==> src/rtl/uart_stream_bridge.sv <==
// uart_stream_bridge
// Receives 8N1 UART bytes on rx, buffers them in a circular byte FIFO and
// hands them to the neighbouring board as LANES-byte words over a four-phase
// tsent/trecieve handshake. A running CRC-8 (poly 0x07, init 0x00, MSB first)
// over every accepted byte is exported for the display.
//
// Build option: define UART_PARITY_EN for 8E1 framing (even parity bit after
// bit 7; a mismatch rejects the byte). Undefined: plain 8N1.
//
// Parameters
//   CLKS_PER_BIT  clk cycles per UART bit (>= 4)
//   DEPTH_LOG2    FIFO depth = 2**DEPTH_LOG2 bytes (depth must be >= LANES)
//   LANES         bytes per output word (1, 2 or 4)
// Ports
//   clk         system clock
//   reset       asynchronous active-low reset
//   rx          UART serial input, idle high
//   flush       pulse: emit buffered bytes as a zero-padded partial word
//   crc_clear   pulse: CRC <- 0x00
//   data        output word, first byte in the top lane; stable while tsent
//   tsent       output word valid (request)
//   trecieve    acknowledge from receiver (asynchronous)
//   crc         CRC-8 of accepted bytes
//   fifo_count  bytes currently buffered
//   overflow    sticky: a byte was dropped because the FIFO was full
//   err_count   saturating count of rejected frames
module uart_stream_bridge #(
  parameter int unsigned CLKS_PER_BIT = 16,
  parameter int unsigned DEPTH_LOG2   = 4,
  parameter int unsigned LANES        = 1
) (
  input  logic                 clk,
  input  logic                 reset,
  input  logic                 rx,
  input  logic                 flush,
  input  logic                 crc_clear,
  output logic [8*LANES-1:0]   data,
  output logic                 tsent,
  input  logic                 trecieve,
  output logic [7:0]           crc,
  output logic [DEPTH_LOG2:0]  fifo_count,
  output logic                 overflow,
  output logic [7:0]           err_count
);

  localparam int unsigned DATA_W   = 8 * LANES;
  localparam int unsigned DEPTH    = 1 << DEPTH_LOG2;
  localparam int unsigned CNT_W    = DEPTH_LOG2 + 1;
  localparam int unsigned BAUD_W   = $clog2(CLKS_PER_BIT);
  localparam int unsigned HALF_BIT = CLKS_PER_BIT / 2;
  localparam int unsigned LANE_W   = (LANES > 1) ? $clog2(LANES) : 1;

`ifdef UART_PARITY_EN
  typedef enum logic [2:0] {RX_IDLE, RX_START, RX_DATA, RX_PARITY, RX_STOP} rxState_t;
`else
  typedef enum logic [2:0] {RX_IDLE, RX_START, RX_DATA, RX_STOP} rxState_t;
`endif

  typedef enum logic [2:0] {TX_IDLE, TX_LOAD, TX_SEND, TX_WAIT_ACK, TX_WAIT_REL} txState_t;

  // CRC-8, poly 0x07, one byte folded in MSB first
  function automatic logic [7:0] crc8Byte(input logic [7:0] cur, input logic [7:0] din);
    logic [7:0] r;
    r = cur ^ din;
    for (int i = 0; i < 8; i++) begin
      r = r[7] ? ((r << 1) ^ 8'h07) : (r << 1);
    end
    return r;
  endfunction

  // ---------------------------------------------------------------------------
  // Input synchronisers; rx resets to idle-high so reset release is not a start
  // ---------------------------------------------------------------------------
  logic rxMeta, rxSync, rxPrev;
  logic ackMeta, ackSync;
  logic rxFall;

  always_ff @(posedge clk or negedge reset) begin
    if (!reset) begin
      rxMeta  <= 1'b1;
      rxSync  <= 1'b1;
      rxPrev  <= 1'b1;
      ackMeta <= 1'b0;
      ackSync <= 1'b0;
    end else begin
      rxMeta  <= rx;
      rxSync  <= rxMeta;
      rxPrev  <= rxSync;
      ackMeta <= trecieve;
      ackSync <= ackMeta;
    end
  end

  assign rxFall = rxPrev & ~rxSync;

  // ---------------------------------------------------------------------------
  // RX FSM
  // ---------------------------------------------------------------------------
  rxState_t          rxState, rxNext;
  logic [BAUD_W-1:0] rxCnt;
  logic [2:0]        rxBitIdx;
  logic [7:0]        rxShiftReg;
  logic [7:0]        rxByte;
  logic              rxPush;
  logic              rxCntClr, rxBitClr, rxShiftEn, rxAccept, rxReject;
  logic              rxTick, rxHalf;
`ifdef UART_PARITY_EN
  logic              parErr;
  logic              rxParSample;
`endif

  assign rxTick = (rxCnt == BAUD_W'(CLKS_PER_BIT - 1));
  assign rxHalf = (rxCnt == BAUD_W'(HALF_BIT - 1));

  // State register
  always_ff @(posedge clk or negedge reset) begin
    if (!reset) rxState <= RX_IDLE;
    else        rxState <= rxNext;
  end

  // Next state and datapath strobes
  always_comb begin
    rxNext    = rxState;
    rxCntClr  = 1'b0;
    rxBitClr  = 1'b0;
    rxShiftEn = 1'b0;
    rxAccept  = 1'b0;
    rxReject  = 1'b0;
`ifdef UART_PARITY_EN
    rxParSample = 1'b0;
`endif
    case (rxState)
      RX_IDLE: begin
        rxCntClr = 1'b1;
        if (rxFall) rxNext = RX_START;
      end
      RX_START: begin
        // Mid-bit recheck: a line already high again was a glitch
        if (rxHalf) begin
          rxCntClr = 1'b1;
          rxBitClr = 1'b1;
          rxNext   = rxSync ? RX_IDLE : RX_DATA;
        end
      end
      RX_DATA: begin
        if (rxTick) begin
          rxCntClr  = 1'b1;
          rxShiftEn = 1'b1;
`ifdef UART_PARITY_EN
          if (rxBitIdx == 3'd7) rxNext = RX_PARITY;
`else
          if (rxBitIdx == 3'd7) rxNext = RX_STOP;
`endif
        end
      end
`ifdef UART_PARITY_EN
      RX_PARITY: begin
        if (rxTick) begin
          rxCntClr    = 1'b1;
          rxParSample = 1'b1;
          rxNext      = RX_STOP;
        end
      end
`endif
      RX_STOP: begin
        if (rxTick) begin
          rxCntClr = 1'b1;
          rxNext   = RX_IDLE;
`ifdef UART_PARITY_EN
          rxAccept = rxSync & ~parErr;
`else
          rxAccept = rxSync;
`endif
          rxReject = ~rxAccept;
        end
      end
      default: rxNext = RX_IDLE;
    endcase
  end

  // RX datapath: baud counter, shifter, accept pulse, error counter
  always_ff @(posedge clk or negedge reset) begin
    if (!reset) begin
      rxCnt      <= '0;
      rxBitIdx   <= '0;
      rxShiftReg <= '0;
      rxByte     <= '0;
      rxPush     <= 1'b0;
      err_count  <= '0;
`ifdef UART_PARITY_EN
      parErr     <= 1'b0;
`endif
    end else begin
      rxCnt <= rxCntClr ? '0 : rxCnt + BAUD_W'(1);
      if (rxBitClr) begin
        rxBitIdx <= '0;
      end else if (rxShiftEn) begin
        rxBitIdx <= rxBitIdx + 3'd1;
      end
      if (rxShiftEn) rxShiftReg <= {rxSync, rxShiftReg[7:1]};
      rxPush <= rxAccept;
      if (rxAccept) rxByte <= rxShiftReg;
      if (rxReject && (err_count != 8'hFF)) err_count <= err_count + 8'd1;
`ifdef UART_PARITY_EN
      // Even parity: the parity bit must equal the XOR of the data bits
      if (rxParSample) parErr <= rxSync ^ (^rxShiftReg);
`endif
    end
  end

  // ---------------------------------------------------------------------------
  // FIFO and CRC
  // ---------------------------------------------------------------------------
  logic [7:0]            fifoMem [DEPTH];
  logic [DEPTH_LOG2-1:0] wrPtr, rdPtr;
  logic                  fifoFull, fifoPush, fifoPop;
  logic [7:0]            popByte;
  logic                  txPop;

  assign fifoFull = (fifo_count == CNT_W'(DEPTH));
  assign fifoPush = rxPush & ~fifoFull;
  assign fifoPop  = txPop;
  assign popByte  = fifoMem[rdPtr];

  // Storage array carries no reset; validity is tracked by fifo_count
  always_ff @(posedge clk) begin
    if (fifoPush) fifoMem[wrPtr] <= rxByte;
  end

  // Pointers, occupancy, overflow flag and CRC
  always_ff @(posedge clk or negedge reset) begin
    if (!reset) begin
      wrPtr      <= '0;
      rdPtr      <= '0;
      fifo_count <= '0;
      overflow   <= 1'b0;
      crc        <= '0;
    end else begin
      if (fifoPush) wrPtr <= wrPtr + DEPTH_LOG2'(1);
      if (fifoPop)  rdPtr <= rdPtr + DEPTH_LOG2'(1);
      case ({fifoPush, fifoPop})
        2'b10:   fifo_count <= fifo_count + CNT_W'(1);
        2'b01:   fifo_count <= fifo_count - CNT_W'(1);
        default: fifo_count <= fifo_count;
      endcase
      if (rxPush && fifoFull) overflow <= 1'b1;
      // Dropped bytes still count towards the CRC
      if (crc_clear)   crc <= rxPush ? crc8Byte(8'h00, rxByte) : 8'h00;
      else if (rxPush) crc <= crc8Byte(crc, rxByte);
    end
  end

  // ---------------------------------------------------------------------------
  // TX FSM
  // ---------------------------------------------------------------------------
  txState_t           txState, txNext;
  logic               flushPend;
  logic [CNT_W-1:0]   popsLeft, loadCount;
  logic [LANE_W-1:0]  laneIdx;
  logic [DATA_W-1:0]  dataNext;
  logic               startOk, txStart, tsentSet, tsentClr;

  assign startOk   = (fifo_count >= CNT_W'(LANES)) ||
                     ((flushPend || flush) && (fifo_count != '0));
  assign loadCount = (fifo_count >= CNT_W'(LANES)) ? CNT_W'(LANES) : fifo_count;

  // State register
  always_ff @(posedge clk or negedge reset) begin
    if (!reset) txState <= TX_IDLE;
    else        txState <= txNext;
  end

  // Next state and handshake strobes
  always_comb begin
    txNext   = txState;
    txStart  = 1'b0;
    txPop    = 1'b0;
    tsentSet = 1'b0;
    tsentClr = 1'b0;
    case (txState)
      TX_IDLE: begin
        if (startOk) begin
          txNext  = TX_LOAD;
          txStart = 1'b1;
        end
      end
      TX_LOAD: begin
        txPop = 1'b1;
        if (popsLeft == CNT_W'(1)) begin
          txNext   = TX_SEND;
          tsentSet = 1'b1;
        end
      end
      TX_SEND: txNext = TX_WAIT_ACK;
      TX_WAIT_ACK: begin
        if (ackSync) begin
          txNext   = TX_WAIT_REL;
          tsentClr = 1'b1;
        end
      end
      TX_WAIT_REL: begin
        // Pass through IDLE's decision in the same cycle to keep the
        // release-to-next-load latency at the synchroniser depth plus one
        if (!ackSync) begin
          if (startOk) begin
            txNext  = TX_LOAD;
            txStart = 1'b1;
          end else begin
            txNext = TX_IDLE;
          end
        end
      end
      default: txNext = TX_IDLE;
    endcase
  end

  // Word assembly: first popped byte lands in the top lane, rest stay zero
  always_comb begin
    dataNext = data;
    if (txStart) begin
      dataNext = '0;
    end else if (txPop) begin
      for (int i = 0; i < int'(LANES); i++) begin
        if (laneIdx == LANE_W'(i)) dataNext[8*(int'(LANES)-1-i) +: 8] = popByte;
      end
    end
  end

  // TX datapath registers
  always_ff @(posedge clk or negedge reset) begin
    if (!reset) begin
      data      <= '0;
      tsent     <= 1'b0;
      laneIdx   <= '0;
      popsLeft  <= '0;
      flushPend <= 1'b0;
    end else begin
      data <= dataNext;
      if (txStart) begin
        laneIdx  <= '0;
        popsLeft <= loadCount;
      end else if (txPop) begin
        laneIdx  <= laneIdx + LANE_W'(1);
        popsLeft <= popsLeft - CNT_W'(1);
      end
      if (tsentSet)      tsent <= 1'b1;
      else if (tsentClr) tsent <= 1'b0;
      // A flush with nothing buffered is simply dropped
      if (txStart)                          flushPend <= 1'b0;
      else if (flush && fifo_count != '0)   flushPend <= 1'b1;
    end
  end

endmodule
==> config.mk <==
export PLATFORM = sky130hd
export DESIGN_NAME = uart_stream_bridge
export DESIGN_NICKNAME = d
export VERILOG_FILES = /design/src/rtl/uart_stream_bridge.sv
export SDC_FILE = /design/constraint.sdc
export NUM_CORES = 1
export LEC_CHECK = 0
export CORE_MARGIN = 2
export CORE_UTILIZATION = 50
export DETAILED_ROUTE_END_ITERATION = 10
export DONT_BUFFER_PORTS = 1
export PLACE_DENSITY = 0.7
export SLEW_MARGIN = 20
export SYNTH_ARGS = -nofsm -noshare
export SYNTH_HDL_FRONTEND = slang
export SYNTH_SLANG_ARGS = --single-unit
==> constraint.sdc <==
create_clock -name clk -period 2.35 [get_ports clk]
set_input_delay 0 -clock clk [delete_from_list [all_inputs] [get_ports clk]]
set_output_delay 0 -clock clk [all_outputs]
set_load 0.005 [all_outputs]
======== Yosys cells after proc, flatten, opt, wreduce, memory -nomap -nowiden ========
Memories as Yosys holds them, arrays and structs flattened.
Index checks and enable logic that the tools add are counted.
word-level totals
  register bits after elaboration ......... 81
  bits in latches ......................... 0
  memory bits (writable) .................. 128
  ROM bits ................................ 0
  output and inout bits ................... 31
  word-level logic and storage cells ...... 166
  memories kept ........................... 1
memory list
  name     depth  width  rd ports  clocked after Yosys merged registers in  wr ports  RTL line  text
  fifoMem  16     8      1         0                                        1         214       logic [7:0] fifoMem [DEPTH];
cells by class
  add/sub/neg operators ................... 9
  multipliers ............................. 0
  div/mod/pow operators ................... 0
  $lt $le $gt $ge ......................... 1
  equal/unequal tests ..................... 25
  shift operators ......................... 0
  multiplexer cells ....................... 67
  bitwise operators ....................... 21
  reduce and logical (&&, ||, !) cells .... 19
operators with widths
  operator             number
  $mux 3               27
  $mux 8               6
  $not 3->3            16
  $mux 1               24
  $ne 2x2->1 const B   9
  $mux 5               3
  $pmux 3 s5           1
  $add 4x1->4 const B  3
  $eq 3x2->1 const B   4
  $pmux 3 s4           1
  $reduce_bool 2->1    6
  $pmux 5 s2           1
  $sub 5x1->5 const B  2
  $add 8x1->8 const B  1
  $ne 8x8->1 const B   1
  $xor 8x8->8          1
  $eq 3x1->1 const B   2
  $eq 3x3->1 const B   2
  $logic_not 3->1      2
  $add 5x1->5 const B  1
  $eq 5x1->1 const B   1
  $eq 5x5->1 const B   1
  $ge 5x1->1 const B   1
  $reduce_and 5->1     1
  19 further kinds     25

======== Logic depth before layout (Yosys ltp) ========
Gate-level depths: netlist (run 1).
  depth after elaboration ................. 19
  depth in mapped cells ................... 9
  gate-level depth less buffers ........... 9

======== Worst setup path after synthesis (run 1) ========
No wires, ideal clock.
  path kind ............................... register to register
  start point ............................. register fifo_count[0]
  end point ............................... memory fifoMem[3][0], enable pin
  library setup time ...................... 383 ps
  arrival time ............................ 1880 ps
  setup slack ............................. 86 ps
  cell stages (with the launch flop) ...... 6
  path buffers ............................ 0
  period minus slack after synthesis ...... 2264 ps
  cell sequence ........................... dfrtp_1 -> inv_1 -> ha_1 -> a31oi_2 -> nand2_1 -> nor3_1
on the way
  word-level cells in the longest chain between the ends .. 5
ends and longest elaborated chain
  element                       RTL line  text
  start, declared               41        output logic [DEPTH_LOG2:0] fifo_count,
  start signal, assigned        242       2'b10: fifo_count <= fifo_count + CNT_W'(1);
  start signal, assigned        243       2'b01: fifo_count <= fifo_count - CNT_W'(1);
  start signal, assigned        244       default: fifo_count <= fifo_count;
  $eq 5x5->1                    220       assign fifoFull = (fifo_count == CNT_W'(DEPTH));
  $not 1->1                     221       assign fifoPush = rxPush & ~fifoFull;
  $and 1x1->1                   221
  $mux 1                        227       if (fifoPush) fifoMem[wrPtr] <= rxByte;
  $mux 1 (implied by the code)  227
  end, declared                 214
Every way passes these cells.

======== Worst setup path after layout (run 1) ========
  start point ............................. register fifo_count[1]
  end point ............................... register data[4]
on the way
  word-level cells in the longest chain between the ends .. 8
  elaborated cells between the ends (all ways) .. 11
  those cells by class .................... 1 x order compare; 1 x eq/ne; 4 x mux; 5 x reduce/logical
ends and longest elaborated chain
  element                                                                  RTL line  text
  parallel branches: the longest is 2 deep, another holds $ge 5x1->1       n/a
  $logic_or 1x1->1 (*)                                                     263       assign startOk = (fifo_count >= CNT_W'(LANES)) ||
  $mux 1 (*)                                                               282, 305
  $mux 1                                                                   304       if (!ackSync) begin
  $pmux 1 s2 (*)                                                           280       case (txState)
  $ne 2x1->1 (no source line) / $reduce_bool 2->1 (equally long branches)  n/a
  $reduce_and 2->1 (no source line)                                        n/a
  end signal, assigned                                                     338       data <= dataNext;
  end, declared                                                            37        output logic [8*LANES-1:0] data,
Every way passes the cells marked *.
A chain may end at the register's enable or synchronous reset.

==> qor.yml, run 1 <==
core_area_um2: 17780
cts_hold_buf: 6
drc: 0
synthMuxAreaShare_pct: 11.19
hold_viol: 0
dpl.hpwl_mm: 11.25
syn-num-nets: 635
skew_ns: 0.009619
critical_path_required_ns: 2.77
setup_viol: 0
via_count: 5051
cts.sinks: 208
postCtsSetupBuffers: 0
cts_root_buf: "clkbuf_16"
final_core_util_pct: 57.65
viasPerCell: 5.650
power_frac_comb_pct: 20.6
synth-edff-count: 128
rows: 49
p_leak_nw: 3.830
relSlewSlack_pct: 48.51
clock_latency_ns: 0.50
worst-path-max-fanout: 8
top_layer: "met4"
synthSimpleGateAreaFrac_pct: 7.621
cp.arrival_ns: 2.54
final_cell_area_um2: 10250
synth-seq-cells: 208
endpoint_kind: "register"
seq_area_frac_synth_pct: 65.01
grt_pass1_wl_mm: 28.05
finalMaxSlewViolations: 0
synth_fa_ha_area_share_pct: 2.225
place.gp.congestion: 0.7798
cts_made_buffers: 22
wl_met3_um: 937
wl_met2_mm: 8.397
async_flop_share_pct: 38.46
synth_warnings: 0
swShare_pct: 28.64
finalWirelength_mm: 17.39
worst_pin_slew_ns: 0.7723
yosysUniqueCellTypes: 56
syn2layout_area_growth_pct: 13.92
synth_top_family_by_area: "multiplexers"
grt_max_degree: 81
fillers: 1352
fp.dieH_um: 138.1
ant_nets: 0
powerDensity_nw_per_um2: 1008
switchingPower_mw: 2.959
postSynthAreaPerCell_um2: 14.68
cts-htree-levels: 1
synth-compound-area-share_pct: 6.703
hold_path_class: "input port to asynchronous set/reset pin"
clock_path_buffers: 3
grt.total_usage_pct: 18.32
drtIter0Drc: 436
grt-ovfl-total: 0
finalCritPeriodShare_pct: 90.37
power_frac_seq_pct: 43.9
clkPwrFrac_pct: 35.5
pin_count: 37
first_pass_iters: 5
syn_inst: 613
max_freq_mhz: 470.9
ctsResizeCount: 0
wl_per_cell_um: 19.45
port_buffers: 0
drive_gt1_share_pct: 19.70
dieArea_um2: 19080
cp-start-kind: "register"
cap_violations: 0
peakVddDrop_mv: 0.6460
tritoncts: "built"
grt_pass1_vias: 5242
mappedNetlistArea_um2: 8997
tns_ns: 0
postPlaceCellArea_um2: 9389
initial_core_util_pct: 50.61
wl_met1_mm: 7.631
internal_power_mw: 7.371
min_period_ns: 2.124
status: "complete, no violations"
rsz0062_at_grt: "no"
synthFlopType: "edfxtp_1"
nets: 671
cts.clk_slew.worst_paths_ns: 0.06
critPathKind: "register to register"
synthXorXnorAreaFrac_pct: 4.770
grt_antenna_before_repair: 0
diodes: 0
die_w_um: 138.1
[worst paths after layout]
| kind | from | to | slack (ns) | cells past startpoint |
|---|---|---|---|---|
| min in group clk | rx | rxMeta | 0.06 | 1 |
| max in group asynchronous | reset | rxMeta | 1.90 | 2 |
| setup / recovery | fifo_count[1] | data[4] | 0.23 | 7 |
| hold / removal | reset | popsLeft[3] | 0.06 | 2 |
| setup reg to reg | fifo_count[1] | data[4] | 0.23 | 7 |
| hold reg to reg | rxMeta | rxSync | 0.36 | 0 |
[worst max-delay path: stages (launching register included)]
cell	delay, ns
dfrtp_1	0.45
inv_1	0.14
ha_1	0.26
nor4b_4	0.27
o211ai_2	0.13
and3_1	0.19
or2_1	0.39
o211ai_2	0.21
[cell usage in the layout (no fill, tap or decap), types with 5 or more instances in the layout]
cell type and count:
mux4_2 16, and3_1 5, a221oi_1 7, nor2_1 46
clkbuf_16 23, a21oi_1 10, nand2_1 36, o211ai_2 9
inv_1 23, buf_4 31, nor3_1 5, dlygate4sd3_1 5
edfxtp_1 128, mux2_1 12, nand3_1 13, nand4_1 5
ha_1 16, mux2i_1 23, a22oi_1 12, dfrtp_1 76
mux2_2 25, xor2_1 13, o22ai_1 11, o21ai_0 11
xnor2_1 36
[cell type report]
cell class | instances | area [um2] | share of cell area, %
Tap cell | 229 | 286.5 | 2.795
Clock inverter | 11 | 155.1 | 1.514
Clock buffer | 29 | 628.1 | 6.128
Sequential cell | 208 | 5851 | 57.08
Multi-Input combinational cell | 355 | 2925 | 28.54
Inverter | 25 | 93.84 | 0.9155
Timing Repair Buffer | 37 | 310.3 | 3.027
[layer usage]
metal / track usage [%] / vias up
met5: 0 / -
met4: 5.693 / 0
met1: 25.74 / 2499
met3: 3.360 / 41
met2: 29.47 / 166
li1: - / 2345
[power by group through the flow]
stage	combinational, mW	sequential [mW]	clock [mW]
3_3_place_gp	2.01	4.58	0
2_1_floorplan	1.80	4.44	0
3_5_place_dp	2.08	4.61	0
4_1_cts	2.15	4.54	3.73
5_1_grt	2.35	4.58	3.88
6_report	2.12	4.53	3.67
[logic make-up after synthesis]
kind of cell | count (synthesis)
and+or+nand+nor | 136
DFF | 208
buffers and inverters | 50
muxes | 76
xor gates and xnor gates | 49
AOI/OAI and AO/OA | 78
adders and majority gates | 16
[registers in the layout, indices dropped and copies added (netlist names), 5 cells and up]
signal,flops
rxShiftReg,8
err_count,8
crc,8
fifoMem,128
rxByte,8
data,8
popsLeft,5
fifo_count,5
[through the flow]
stage	instances	hold WS, ns	setup WS [ns]	total power [mW]
finish	894	0.05709	0.2262	10.33
global route	894	0.04274	0.06293	10.82
CTS	894	0.03877	0.2148	10.42
detailed placement	848	-0.2939	0.2472	6.690
global placement	848	-0.2934	0.3101	6.589
floorplan	613	-0.2956	0.08616	6.238
[synthesized netlist by cell type (all sizes together) (2+ instances only)]
master | number | area (um2)
a21oi | 10 | 50.05
a221oi | 7 | 61.31
o211ai | 10 | 120.1
nor4b | 3 | 56.31
dfstp | 3 | 78.83
buf | 17 | 97.58
mux4 | 16 | 360.4
and2 | 2 | 12.51
a22oi | 12 | 90.09
clkbuf | 8 | 31.28
a31oi | 3 | 25.02
nand2b | 4 | 25.02
nor3 | 9 | 65.06
mux2 | 37 | 416.7
nor2 | 46 | 172.7
o21ai | 13 | 65.06
nand3 | 13 | 65.06
edfxtp | 128 | 3844
o22ai | 11 | 68.82
and3 | 5 | 31.28
nand2 | 36 | 135.1
inv | 24 | 90.08
or2 | 3 | 18.77
dfrtp | 77 | 1927
xnor2 | 36 | 315.3
ha | 16 | 200.2
a211oi | 4 | 30.03
mux2i | 23 | 230.2
nor2b | 4 | 25.02
a32o | 3 | 30.03
xor2 | 13 | 113.9
nand4 | 5 | 31.28
Note: power is estimated with default switching activity, not from simulation.
==> run 2, diff against run 1 <==
--- a/config.mk
+++ b/config.mk
@@ -5,11 +5,10 @@
 export SDC_FILE = /design/constraint.sdc
 export NUM_CORES = 1
 export LEC_CHECK = 0
-export CORE_MARGIN = 2
+export BUFFER_PORTS_ARGS = -buffer_cell sky130_fd_sc_hd__buf_2
 export CORE_UTILIZATION = 50
 export DETAILED_ROUTE_END_ITERATION = 10
-export DONT_BUFFER_PORTS = 1
-export PLACE_DENSITY = 0.7
+export PLACE_DENSITY = 0.71
 export SLEW_MARGIN = 20
 export SYNTH_ARGS = -nofsm -noshare
 export SYNTH_HDL_FRONTEND = slang
==> run 2 against run 1 <==
Flip-flop and latch count is the same. Global-route usage grew 1.4 points. Register-to-register slack gained 0.05 ns. Fmax grew 2.6%. Final cell count grew 3.8%. Die area shrank 2.9%. Cell area grew 1.7%. Critical endpoint is now data[2]. Sequential power is essentially flat. Sequential share of layout area shrank 0.94 points.
==> qor.yml, run 2 (synthesized netlist as in run 1, its figures left out) <==
grt_antenna_before_repair: 0  # unchanged
fillers: 1348  # -0.30%
clkPwrFrac_pct: 34.1  # -1.4 points
cap_violations: 0  # unchanged
hold_viol: 0  # unchanged
cts_root_buf: "clkbuf_16"
grt.total_usage_pct: 19.71  # +1.4 points
finalMaxSlewViolations: 0  # unchanged
first_pass_iters: 4  # -1
diodes: 0  # unchanged
syn2layout_area_growth_pct: 15.82
place.gp.congestion: 0.7727  # -0.91%
drtIter0Drc: 312  # -28%
final_common_cell: "edfxtp_1"
switchingPower_mw: 2.995  # +1.2%
pin_count: 37  # unchanged
cp.arrival_ns: 2.44  # -0.10 ns
tns_ns: 0  # unchanged
critical_path_required_ns: 2.72  # -0.05 ns
via_count: 5173  # +2.4%
clock_latency_ns: 0.50  # about the same
nets: 709  # +5.7%
die_w_um: 136.1  # -1.4%
layout_common_cells: "edfxtp_1, dfrtp_1, nor2_1"
fp.dieH_um: 136.1  # -1.4%
p_leak_nw: 4.003  # +4.5%
power_frac_seq_pct: 43.8  # about the same
endpoint_kind: "register"
critPathKind: "register to register"
worst_pin_slew_ns: 0.6924  # -0.07986 ns
relSlewSlack_pct: 53.19  # +4.7 points
grt-ovfl-total: 0  # unchanged
cts_made_buffers: 22  # unchanged
setup_viol: 0  # unchanged
grt_pass1_wl_mm: 27.88  # -0.61%
r2r_start: "fifo_count[0]"
ant_nets: 0  # unchanged
core_area_um2: 17420  # -2.0%
wl_met2_mm: 8.357  # -0.48%
cts-htree-levels: 1  # unchanged
wl_met3_um: 717  # -23%
viasPerCell: 5.574  # -1.3%
finalCritPeriodShare_pct: 88.11  # -2.3 points
dieArea_um2: 18540  # -2.9%
initial_core_util_pct: 51.66  # +1.1 points
rsz0062_at_grt: "no"
rows: 48  # -2.0%
wl_per_cell_um: 18.66  # -4.0%
power_frac_comb_pct: 22.0  # +1.4 points
hold_path_class: "input port to asynchronous set/reset pin"
grt_max_degree: 44  # -46%
r2r_slack_ns: 0.28  # +0.05 ns
grt_pass1_vias: 5205  # -0.71%
cts.clk_slew.worst_paths_ns: 0.06  # about the same
ctsResizeCount: 0  # unchanged
drc: 0  # unchanged
tritoncts: "built"
finalWirelength_mm: 17.32  # -0.40%
largest_reg_flops: 128  # unchanged
largest_register: "fifoMem"
worst-path-max-fanout: 8  # unchanged
dpl.hpwl_mm: 11.41  # +1.4%
port_buffers: 36  # +36
swShare_pct: 29.02  # +0.38 points
drive_gt1_share_pct: 24.18  # +4.5 points
status: "complete, no violations"
top_layer: "met4"
powerDensity_nw_per_um2: 990.3  # -1.7%
worst_slack_ns: 0.2795  # +0.05325 ns
skew_ns: 0.006949  # -0.002670 ns
wl_met1_mm: 7.909  # +3.6%
startpoint: "fifo_count[0]"
peakVddDrop_mv: 0.6738  # +4.3%
clock_path_buffers: 3  # unchanged
cts.sinks: 208  # unchanged
internal_power_mw: 7.325  # -0.62%
dpl_worst_slack_ns: 0.3001  # +0.05296 ns
min_period_ns: 2.071  # -0.05325 ns
cp-start-kind: "register"
max_freq_mhz: 483.0  # +2.6%
run 2: power by group through the flow:
stage / combinational (mW) / clock, mW / sequential (mW)
4_1_cts: 2.30 / 3.60 / 4.52
3_5_place_dp: 2.28 / 0 / 4.59
2_1_floorplan: 1.80 / 0 / 4.44
5_1_grt: 2.53 / 3.75 / 4.56
3_3_place_gp: 2.20 / 0 / 4.56
6_report: 2.27 / 3.52 / 4.52
run 2: routing by layer:
| metal | GRT usage (%) | vias to the layer above |
|---|---|---|
| li1 | - | 2422 |
| met1 | 27.83 | 2606 |
| met2 | 32.06 | 117 |
| met3 | 3.020 | 28 |
| met4 | 4.877 | 0 |
| met5 | 0 | - |
run 2: final timing paths:
path,cells after the start,end
setup reg to reg,7,data[2]
max in group asynchronous,3,rxPrev
min in group clk,2,rxMeta
hold reg to reg,0,rxSync
setup / recovery,7,data[2]
hold / removal,2,err_count[0]
run 2: critical path, stage by stage (launching register included):
cell,delay [ns]
dfrtp_1,0.48
inv_1,0.10
ha_1,0.26
nor4b_4,0.15
o211ai_2,0.20
and3_1,0.23
or2_1,0.39
o211ai_2,0.11
run 2: through the flow:
stage | cell area, um2 | total power [mW] | utilization, % | hold WS [ns] | cells
finish | 10420 | 10.32 | 59.83 | 0.01340 | 928
global route | 10420 | 10.84 | 59.83 | 0.05535 | 928
detailed placement | 9627 | 6.871 | 55.27 | 0.01245 | 883
CTS | 10420 | 10.43 | 59.83 | 0.02562 | 928
global placement | 9627 | 6.760 | 55.27 | -0.002333 | 883
floorplan | 8997 | 6.238 | - | -0.2956 | 613
run 2: layout make-up:
cell class	instances	area, um2	share of cell area [%]
clock buffers	28	604.3	5.799
clock inverters	12	140.1	1.345
inverters	25	93.84	0.9005
multi-input cells	355	2925	28.07
flip-flops and latches	208	5851	56.14
well taps	225	281.5	2.701
repair buffers	75	525.5	5.043
run 2: repair_timing:
item                      CTS  global route
hold buffers                5             0
buffers inserted            0             0
hold endpoints to repair   81             0
